===== config.mk =====
export PLATFORM = sky130hd
export DESIGN_NAME = sdram_arbiter2_flat
export DESIGN_NICKNAME = d
export VERILOG_FILES = /design/src/rtl/sdram_arbiter2_if.sv /design/src/rtl/sdram_arbiter2.sv /design/src/flat_wrapper.sv
export SDC_FILE = /design/constraint.sdc
export NUM_CORES = 1
export LEC_CHECK = 0
export ABC_AREA = 1
export CORE_ASPECT_RATIO = 0.9
export CORE_MARGIN = 1.5
export CORE_UTILIZATION = 45
export CTS_CLUSTER_SIZE = 14
export DETAILED_ROUTE_END_ITERATION = 10
export PLACE_DENSITY = 0.95
export SYNTH_ARGS = -nofsm -noshare
export SYNTH_HDL_FRONTEND = slang
export SYNTH_SLANG_ARGS = --single-unit

===== constraint.sdc =====
create_clock -name clk -period 4.8 [get_ports clk]
set_clock_uncertainty 0.05 [all_clocks]
set_input_delay 0.48 -clock clk [delete_from_list [all_inputs] [get_ports clk]]
set_output_delay 0.48 -clock clk [all_outputs]
set_load 0.01 [all_outputs]

===== src/rtl/sdram_arbiter2_if.sv =====
// Requester ports and controller bus of sdram_arbiter2, bundled as one interface.
// The master modport is the arbiter's view; slave is the requesters' and controller's view.
interface sdram_arbiter2_if #(
   parameter int unsigned c_addr_bits = 24
) ();
   logic                   p0_req;
   logic                   p0_we;
   logic [c_addr_bits-1:0] p0_addr;
   logic [15:0]            p0_wdata;
   logic [1:0]             p0_be;
   logic                   p0_ack;
   logic [15:0]            p0_rdata;

   logic                   p1_req;
   logic                   p1_we;
   logic [c_addr_bits-1:0] p1_addr;
   logic [15:0]            p1_wdata;
   logic [1:0]             p1_be;
   logic                   p1_ack;
   logic [15:0]            p1_rdata;

   logic                   mem_asn;
   logic                   mem_rw;
   logic                   mem_udsn;
   logic                   mem_ldsn;
   logic [c_addr_bits-1:0] mem_addr;
   logic [15:0]            mem_din;
   logic [15:0]            mem_dout;
   logic                   busy;

   modport master (
      input  p0_req, p0_we, p0_addr, p0_wdata, p0_be,
      output p0_ack, p0_rdata,
      input  p1_req, p1_we, p1_addr, p1_wdata, p1_be,
      output p1_ack, p1_rdata,
      output mem_asn, mem_rw, mem_udsn, mem_ldsn, mem_addr, mem_din,
      input  mem_dout,
      output busy
   );

   modport slave (
      output p0_req, p0_we, p0_addr, p0_wdata, p0_be,
      input  p0_ack, p0_rdata,
      output p1_req, p1_we, p1_addr, p1_wdata, p1_be,
      input  p1_ack, p1_rdata,
      input  mem_asn, mem_rw, mem_udsn, mem_ldsn, mem_addr, mem_din,
      output mem_dout,
      input  busy
   );
endinterface


===== src/rtl/sdram_arbiter2.sv =====
// Two-port req/ack arbiter in front of the 68k-style SDRAM controller; each grant becomes one
// fixed-length strobe cycle followed by an ack pulse and an optional strobe-high gap.
module sdram_arbiter2 #(
   parameter int unsigned c_addr_bits     = 24,
   parameter int unsigned c_access_cycles = 8,
   parameter int unsigned c_gap_cycles    = 2,
   parameter int unsigned c_fixed_prio    = 0
) (
   input logic              clk,
   input logic              rst,
   sdram_arbiter2_if.master bus
);

   typedef enum logic [1:0] {StIdle, StAccess, StDone, StGap} state_e;

   localparam logic [7:0] AccessLoad = 8'(c_access_cycles - 1);
   localparam logic [7:0] GapLoad    = (c_gap_cycles == 0) ? 8'd0 : 8'(c_gap_cycles - 1);

   state_e                 state_q, state_d;
   logic [7:0]             cnt_q, cnt_d;
   logic                   gnt_q, gnt_d;
   logic                   last_q, last_d;
   logic                   mem_asn_q, mem_asn_d;
   logic                   mem_rw_q, mem_rw_d;
   logic                   mem_udsn_q, mem_udsn_d;
   logic                   mem_ldsn_q, mem_ldsn_d;
   logic [c_addr_bits-1:0] mem_addr_q, mem_addr_d;
   logic [15:0]            mem_din_q, mem_din_d;
   logic                   p0_ack_q, p0_ack_d;
   logic                   p1_ack_q, p1_ack_d;
   logic [15:0]            p0_rdata_q, p0_rdata_d;
   logic [15:0]            p1_rdata_q, p1_rdata_d;
   logic                   busy_q, busy_d;
   logic                   win;

   // Port chosen if a grant happens this cycle; only meaningful when some req is high.
   always_comb begin
      if (bus.p0_req && bus.p1_req) begin
         win = (c_fixed_prio != 0) ? 1'b0 : ~last_q;
      end else begin
         win = bus.p1_req;
      end
   end

   always_comb begin
      state_d    = state_q;
      cnt_d      = cnt_q;
      gnt_d      = gnt_q;
      last_d     = last_q;
      mem_asn_d  = mem_asn_q;
      mem_rw_d   = mem_rw_q;
      mem_udsn_d = mem_udsn_q;
      mem_ldsn_d = mem_ldsn_q;
      mem_addr_d = mem_addr_q;
      mem_din_d  = mem_din_q;
      p0_ack_d   = 1'b0;
      p1_ack_d   = 1'b0;
      p0_rdata_d = p0_rdata_q;
      p1_rdata_d = p1_rdata_q;

      unique case (state_q)
         StIdle: begin
            if (bus.p0_req || bus.p1_req) begin
               state_d   = StAccess;
               cnt_d     = AccessLoad;
               gnt_d     = win;
               last_d    = win;
               mem_asn_d = 1'b0;
               if (win) begin
                  mem_rw_d   = ~bus.p1_we;
                  mem_udsn_d = ~bus.p1_be[1];
                  mem_ldsn_d = ~bus.p1_be[0];
                  mem_addr_d = bus.p1_addr;
                  mem_din_d  = bus.p1_wdata;
               end else begin
                  mem_rw_d   = ~bus.p0_we;
                  mem_udsn_d = ~bus.p0_be[1];
                  mem_ldsn_d = ~bus.p0_be[0];
                  mem_addr_d = bus.p0_addr;
                  mem_din_d  = bus.p0_wdata;
               end
            end
         end
         StAccess: begin
            if (cnt_q == 8'd0) begin
               state_d    = StDone;
               mem_asn_d  = 1'b1;
               mem_rw_d   = 1'b1;
               mem_udsn_d = 1'b1;
               mem_ldsn_d = 1'b1;
               // mem_rw_q still holds the direction of the access that is ending.
               if (gnt_q) begin
                  p1_ack_d = 1'b1;
                  if (mem_rw_q) p1_rdata_d = bus.mem_dout;
               end else begin
                  p0_ack_d = 1'b1;
                  if (mem_rw_q) p0_rdata_d = bus.mem_dout;
               end
            end else begin
               cnt_d = cnt_q - 8'd1;
            end
         end
         StDone: begin
            if (c_gap_cycles != 0) begin
               state_d = StGap;
               cnt_d   = GapLoad;
            end else begin
               state_d = StIdle;
            end
         end
         StGap: begin
            if (cnt_q == 8'd0) begin
               state_d = StIdle;
            end else begin
               cnt_d = cnt_q - 8'd1;
            end
         end
         default: state_d = StIdle;
      endcase

      busy_d = (state_d != StIdle);
   end

   always_ff @(posedge clk or posedge rst) begin
      if (rst) begin
         state_q    <= StIdle;
         cnt_q      <= 8'd0;
         gnt_q      <= 1'b0;
         last_q     <= 1'b1;
         mem_asn_q  <= 1'b1;
         mem_rw_q   <= 1'b1;
         mem_udsn_q <= 1'b1;
         mem_ldsn_q <= 1'b1;
         mem_addr_q <= '0;
         mem_din_q  <= 16'h0000;
         p0_ack_q   <= 1'b0;
         p1_ack_q   <= 1'b0;
         p0_rdata_q <= 16'h0000;
         p1_rdata_q <= 16'h0000;
         busy_q     <= 1'b0;
      end else begin
         state_q    <= state_d;
         cnt_q      <= cnt_d;
         gnt_q      <= gnt_d;
         last_q     <= last_d;
         mem_asn_q  <= mem_asn_d;
         mem_rw_q   <= mem_rw_d;
         mem_udsn_q <= mem_udsn_d;
         mem_ldsn_q <= mem_ldsn_d;
         mem_addr_q <= mem_addr_d;
         mem_din_q  <= mem_din_d;
         p0_ack_q   <= p0_ack_d;
         p1_ack_q   <= p1_ack_d;
         p0_rdata_q <= p0_rdata_d;
         p1_rdata_q <= p1_rdata_d;
         busy_q     <= busy_d;
      end
   end

   assign bus.mem_asn  = mem_asn_q;
   assign bus.mem_rw   = mem_rw_q;
   assign bus.mem_udsn = mem_udsn_q;
   assign bus.mem_ldsn = mem_ldsn_q;
   assign bus.mem_addr = mem_addr_q;
   assign bus.mem_din  = mem_din_q;
   assign bus.p0_ack   = p0_ack_q;
   assign bus.p1_ack   = p1_ack_q;
   assign bus.p0_rdata = p0_rdata_q;
   assign bus.p1_rdata = p1_rdata_q;
   assign bus.busy     = busy_q;

endmodule


===== src/flat_wrapper.sv =====
// flat-port wrapper written by rule: the top's interface ports become plain ports
module sdram_arbiter2_flat 
#(
   parameter int unsigned c_addr_bits     = 24,
   parameter int unsigned c_access_cycles = 8,
   parameter int unsigned c_gap_cycles    = 2,
   parameter int unsigned c_fixed_prio    = 0
)
  (clk, rst, bus_p0_req, bus_p0_we, bus_p0_addr, bus_p0_wdata, bus_p0_be, bus_p0_ack, bus_p0_rdata, bus_p1_req, bus_p1_we, bus_p1_addr, bus_p1_wdata, bus_p1_be, bus_p1_ack, bus_p1_rdata, bus_mem_asn, bus_mem_rw, bus_mem_udsn, bus_mem_ldsn, bus_mem_addr, bus_mem_din, bus_mem_dout, bus_busy);
  sdram_arbiter2_if #(.c_addr_bits(c_addr_bits)) bus_i ();
  input logic clk;
  input logic rst;
  input wire logic [$bits(bus_i.p0_req)-1:0] bus_p0_req;
  input wire logic [$bits(bus_i.p0_we)-1:0] bus_p0_we;
  input wire logic [$bits(bus_i.p0_addr)-1:0] bus_p0_addr;
  input wire logic [$bits(bus_i.p0_wdata)-1:0] bus_p0_wdata;
  input wire logic [$bits(bus_i.p0_be)-1:0] bus_p0_be;
  output wire logic [$bits(bus_i.p0_ack)-1:0] bus_p0_ack;
  output wire logic [$bits(bus_i.p0_rdata)-1:0] bus_p0_rdata;
  input wire logic [$bits(bus_i.p1_req)-1:0] bus_p1_req;
  input wire logic [$bits(bus_i.p1_we)-1:0] bus_p1_we;
  input wire logic [$bits(bus_i.p1_addr)-1:0] bus_p1_addr;
  input wire logic [$bits(bus_i.p1_wdata)-1:0] bus_p1_wdata;
  input wire logic [$bits(bus_i.p1_be)-1:0] bus_p1_be;
  output wire logic [$bits(bus_i.p1_ack)-1:0] bus_p1_ack;
  output wire logic [$bits(bus_i.p1_rdata)-1:0] bus_p1_rdata;
  output wire logic [$bits(bus_i.mem_asn)-1:0] bus_mem_asn;
  output wire logic [$bits(bus_i.mem_rw)-1:0] bus_mem_rw;
  output wire logic [$bits(bus_i.mem_udsn)-1:0] bus_mem_udsn;
  output wire logic [$bits(bus_i.mem_ldsn)-1:0] bus_mem_ldsn;
  output wire logic [$bits(bus_i.mem_addr)-1:0] bus_mem_addr;
  output wire logic [$bits(bus_i.mem_din)-1:0] bus_mem_din;
  input wire logic [$bits(bus_i.mem_dout)-1:0] bus_mem_dout;
  output wire logic [$bits(bus_i.busy)-1:0] bus_busy;
  assign bus_i.p0_req = bus_p0_req;
  assign bus_i.p0_we = bus_p0_we;
  assign bus_i.p0_addr = bus_p0_addr;
  assign bus_i.p0_wdata = bus_p0_wdata;
  assign bus_i.p0_be = bus_p0_be;
  assign bus_p0_ack = bus_i.p0_ack;
  assign bus_p0_rdata = bus_i.p0_rdata;
  assign bus_i.p1_req = bus_p1_req;
  assign bus_i.p1_we = bus_p1_we;
  assign bus_i.p1_addr = bus_p1_addr;
  assign bus_i.p1_wdata = bus_p1_wdata;
  assign bus_i.p1_be = bus_p1_be;
  assign bus_p1_ack = bus_i.p1_ack;
  assign bus_p1_rdata = bus_i.p1_rdata;
  assign bus_mem_asn = bus_i.mem_asn;
  assign bus_mem_rw = bus_i.mem_rw;
  assign bus_mem_udsn = bus_i.mem_udsn;
  assign bus_mem_ldsn = bus_i.mem_ldsn;
  assign bus_mem_addr = bus_i.mem_addr;
  assign bus_mem_din = bus_i.mem_din;
  assign bus_i.mem_dout = bus_mem_dout;
  assign bus_busy = bus_i.busy;
  sdram_arbiter2 #(.c_addr_bits(c_addr_bits), .c_access_cycles(c_access_cycles), .c_gap_cycles(c_gap_cycles), .c_fixed_prio(c_fixed_prio)) u_core (.clk(clk), .rst(rst), .bus(bus_i));
endmodule

# --- Yosys cells after proc, flatten, opt, wreduce, memory -nomap -nowiden ---
# Cells that the tools add are included.
# W data, S select, Z words.
word_totals:
  inputBits: 106
  register_bits: 91
  output_inout_bits: 79
classes:
  muxes: 28
  add_sub_neg: 1
  bitwise_logic: 8
  eq_ne: 6
  n_reduce_logical: 12
op_table:
  columns: ["op", "n"]
  rows:
  - ["$mux W24", 1]
  - ["$pmux W8 S3", 1]
  - ["$mux W16", 1]
  - ["$mux W8", 2]
  - ["$mux W1", 15]
  - ["$logic_not A8 Y1", 1]
  - ["$not A1 Y1", 8]
  - ["$pmux W1 S2", 4]
  - ["$pmux W2 S4", 1]
  - ["$reduce_and A4 Y1", 2]
  - ["$sub A8 B1 Y8 const B", 1]
  - ["$mux W2", 3]
  - ["$eq A2 B2 Y1 const B", 2]
  - ["$ne A2 B1 Y1 const B", 2]
  - ["$reduce_and A2 Y1", 2]
  - ["$reduce_bool A2 Y1", 2]
  - ["$reduce_and A3 Y1", 1]
  - ["$eq A2 B1 Y1 const B", 1]
  - ["$logic_not A2 Y1", 1]
  - ["$ne A2 B2 Y1 const B", 1]
  - ["$reduce_or A2 Y1", 1]
  - ["$logic_and A1 B1 Y1", 1]
  - ["$logic_or A1 B1 Y1", 1]

# --- Logic depth before layout (Yosys ltp) ---
logic_depth:
  word_depth: 5
  mapped_depth: 9
  ltp_nobuf: 9

# --- Least setup slack after synthesis ---
# Ideal clock, no wire load.
synth_timing:
  path_type: "reg-to-reg"
  startpoint: "reg u_core.cnt_q[0]"
  endpoint: "reg u_core.p0_rdata_q[0], in the netlist u_core.bus.p0_rdata[0]"
  setup_time_ps: 118
  required_time_ps: 4632
  t_arrival_ps: 1275
  synth_period_minus_slack_ps: 1443
  slack_ps: 3357
  stages_incl_launch_ff: 9
  cell_sequence: "dfrtp_1 -> inv_1 -> ha_1 -> nand2_1 -> nor2_4 -> nand3_2 -> buf_6 -> nand2_1 -> o21ai_2"
synth_between:
  elab_chain_len: 2
synth_rtl:
  columns: ["element", "line", "text"]
  rows:
  - ["from (decl)", "sdram_arbiter2.sv:20", "logic [7:0] cnt_q, cnt_d;"]
  - ["from (signal assigned)", "sdram_arbiter2.sv:143", "cnt_q <= cnt_d;"]
  - ["$logic_not A8 Y1", "sdram_arbiter2.sv:85", "if (cnt_q == 8'd0) begin"]
  - ["$reduce_and A4 Y1 (no line)", null, null]
  - ["to (signal assigned)", "sdram_arbiter2.sv:154", "p0_rdata_q <= p0_rdata_d;"]
  - ["to (decl)", "sdram_arbiter2.sv:31", "logic [15:0] p0_rdata_q, p0_rdata_d;"]
# Every way passes these cells.
# A chain may end at the register's enable or synchronous reset.

# --- Worst setup path in the final report ---
layout_timing:
  startpoint: "in bus_p0_req"
  endpoint: "reg u_core.mem_din_q[0], in the netlist u_core.bus.mem_din[0]"
layout_between:
  elab_chain_len: 3
  word_cells_on_any_way: 5
  classes_between: "2 x mux; 3 x reduce/logical"
layout_rtl:
  columns: ["element", "line", "text"]
  rows:
  - ["from (decl)", "flat_wrapper.sv:13", "input wire logic [$bits(bus_i.p0_req)-1:0] bus_p0_req;"]
  - ["$logic_and A1 B1 Y1", "sdram_arbiter2.sv:38", "if (bus.p0_req && bus.p1_req) begin"]
  - ["$mux W1", "sdram_arbiter2.sv:38", null]
  - ["$mux W16", "sdram_arbiter2.sv:69", "if (win) begin"]
  - ["to (signal assigned)", "sdram_arbiter2.sv:151", "mem_din_q <= mem_din_d;"]
  - ["to (decl)", "sdram_arbiter2.sv:28", "logic [15:0] mem_din_q, mem_din_d;"]
# Parallel ways exist; a longest one is shown, timed or not.

==> results.md <==
* Number of DRC markers in iteration 0 at 158
* Site Rows at 32
* Grt ovf at 0
* Drt wl/cell at 14.4 µm
* Final period utilization at 57.8%
* Synth area leaders: dfrtp_1 (52%), nand2_1 (10%), o21ai_1 (6.8%)
* Least-Margin Pin Slew at 1.09 ns
* Critical path class: primary input to flip-flop
* Initial antenna violation count at 0
* Synth Warn # at 0
* Setup TNS at 0 ns
* Vias at 3,814
* Num ports at 185
* Leading area contributor after synthesis: dfrtp_1
* Post-CTS Repair Setup Buffers at 0
* Largest net degree at the start of global routing at 57
* Placement Setup Slack at 1.61 ns
* Clock Root Buffer: clkbuf_8
* Netlist Area Pre-Place at 4110 µm²
* Crit Path Max Fanout at 45
* Cell count along the critical path at 6
* Final setup viols at 0
* Via density at 4.97
* CTS Buffer Depth at 2
* Hold Vio Cnt, Final at 0
* Reg clk slew, reported paths at 0.09 ns
* Core footprint at 8730 µm²
* Register cell area after layout at 2280 µm²
* First-pass GRT wire length at 18,100 µm
* Final ANT Viol Nets at 0
* H-tree depth at 3
* IO Port Bufs at 184
* Cts repair resizes at 0
* Layout Nets at 751
* Drt first pass iters at 6
* DP Area at 5950 µm²
* Startpoint Class: primary input
* Tmin final at 2.78 ns
* Post-synth net total at 579
* Leakage at 2.79 nW
* Fillers at 663
* Syn_area_per_cell at 8.71 µm²
* Slew HR at 27.5%
* Share of post-route cells with drive strength above 1 at 8.32%
* CTS sink count at 91
* Power per cell area at 506 nW/µm²
* Number of global-route vias before repair at 3,845
* Fmax achieved at 360 MHz
* CP Buf/Inv Count at 2
* Post-synth top cells: nand2_1 (110), dfrtp_1 (86), nor2_1 (58)
* Post-Route WL at 11,100 µm
* Die W at 104 µm
* Chip height at 93.7 µm
* Area Growth Syn to Fin at 49.2%
* Cell count after synthesis at 472
* CP top delay family: buffers and inverters
* Critical Path AT at 2.95 ns
* Critical Path Sink Type: flip-flop
* RD Place Congestion at 0.794
* Die area at 9720 µm²
* Total Routing Usage GR at 23.2%
* Peak VDD IR at 0.274 mV
* R2r worst-path depth at 5
* Worst hold path depth at 1
* Fin area at 6140 µm²
* Initial Util at 47.1%
* Most numerous cell in the Yosys netlist: nand2_1
* Worst Hold Class: flip-flop to flip-flop
* Worst path max stage delay at 0.73 ns
* Slew Viols, Final at 0
* Cell Chain, Critical Path: clkdlybuf4s50_1 > nand2_1 > nand2_2 > inv_1 > o21ai_0 > o21ai_1
* DRC at 0
* Post-CTS Hold Buffers at 0
* Required time worst endpoint at 4.97 ns
* CTS Buf Count at 9
* Max Cap Violations at 0
* Hpwl dp at 7990 µm
* Primary FF master, synth: dfrtp_1
* Slowest stage cell, crit path: inv_1
* Area of the multi-input gates at 1520 µm²
* Number of synthesized flops with an enable pin at 0
* Synth unique cells at 23
* ANT cells at 0
* RSZ-0062 raised after global routing: no
* Synth Register Bits at 91
* CTS tree: done
* Final setup margin at 2.02 ns
* Ys async rst share at 100%
* Status: complete, no violations
* Worst-skew pair later-pin latency at 0.34 ns
* Seq/Total Area, Yosys at 55.5%
* Share of Yosys cell area claimed by the top area cell type at 52.3%
-- kinds of logic after synthesis --
family	synth area share, %
flops	55.5
fa+ha+maj	0.304
compound gates	17.3
buf+inv	7.49
xor+xnor	0.426
simple gates	18.9
-- worst paths after layout --
kind	to	slack (ns)	startpoint
min in group asynchronous	u_core.bus.mem_addr[4]	0.58	rst
max in group asynchronous	u_core.bus.p0_rdata[11]	3.11	rst
min reg2reg	u_core.bus.p0_ack	0.42	u_core.gnt_q
min	u_core.bus.p0_ack	0.42	u_core.gnt_q
max reg2reg	u_core.bus.mem_din[0]	2.09	u_core.last_q
max	u_core.bus.mem_din[0]	2.02	bus_p0_req
-- cell usage in the layout (no fill, tap or decap) --
cell type and n:
nand2_1 110, inv_8 2, inv_2 2, clkinvlp_4 3, nand3_1 8, dfstp_2 5, buf_4 1, clkbuf_8 9
nand2_2 2, ha_1 1, nor3_1 1, a21oi_1 3, inv_1 36, clkinv_4 2, clkdlybuf4s50_1 184, nor2_4 2
nor2_2 1, o21ai_2 19, nand2_4 1, o21ai_0 50, nor2_8 1, clkinv_2 1, dfrtp_1 86, nor2_1 58
xor2_1 2, o21ai_1 56, nand3_2 3
-- flip-flops by register name, indices dropped and copies added, names as in the netlist --
| name | count |
|---|---|
| u_core.bus.busy | 1 |
| u_core.bus.mem_din | 16 |
| u_core.bus.p1_ack | 1 |
| u_core.bus.mem_udsn | 1 |
| u_core.bus.mem_ldsn | 1 |
| u_core.bus.p1_rdata | 16 |
| u_core.cnt_q | 8 |
| u_core.bus.mem_rw | 1 |
| u_core.gnt_q | 1 |
| u_core.bus.mem_asn | 1 |
| u_core.state_q | 2 |
| u_core.bus.p0_rdata | 16 |
| u_core.bus.p0_ack | 1 |
| u_core.bus.mem_addr | 24 |
| u_core.last_q | 1 |
-- routing by layer --
metal	vias to the layer above	global-route usage [%]	routed length (µm)
li1	1855	-	-
met1	1790	28.1	4500
met2	153	40.6	5560
met3	16	6.24	814
met4	0	8.10	205
met5	-	0	0
-- layout make-up --
type	instances	area share, %
Sequential cell	91	37.2
Timing Repair Buffer	185	30.1
Multi-Input combinational cell	318	24.8
Tap cell	119	2.43
Inverter	39	2.41
Clock buffer	9	2.02
Clock inverter	7	1.02
-- where the power goes --
group	internal, mW	total (mW)	switching [mW]
sequential	1.08	1.29	0.208
combinational	0.710	1.33	0.618
clock	0.197	0.487	0.290
-- worst register-to-register path, delay by kind of cell, from the launching register on --
family,cells,cell delay [ns]
DFF,1,0.56
AOI/OAI and AO/OA,2,0.56
buffers and inverters,1,0.76
and+or+nand+nor,2,0.68
-- metrics by stage --
stage               std cells  total power, mW  util, %  hold WS (ns)
detailed placement        752             2.63     68.2         0.414
floorplan                 472             1.88        -         0.376
finish                    768             3.11     70.3         0.424
global placement          752             2.56     68.2         0.391
global route              768             3.31     70.3         0.449
CTS                       768             3.13     70.3         0.428
No activity file was read; power rests on OpenSTA's default activity.
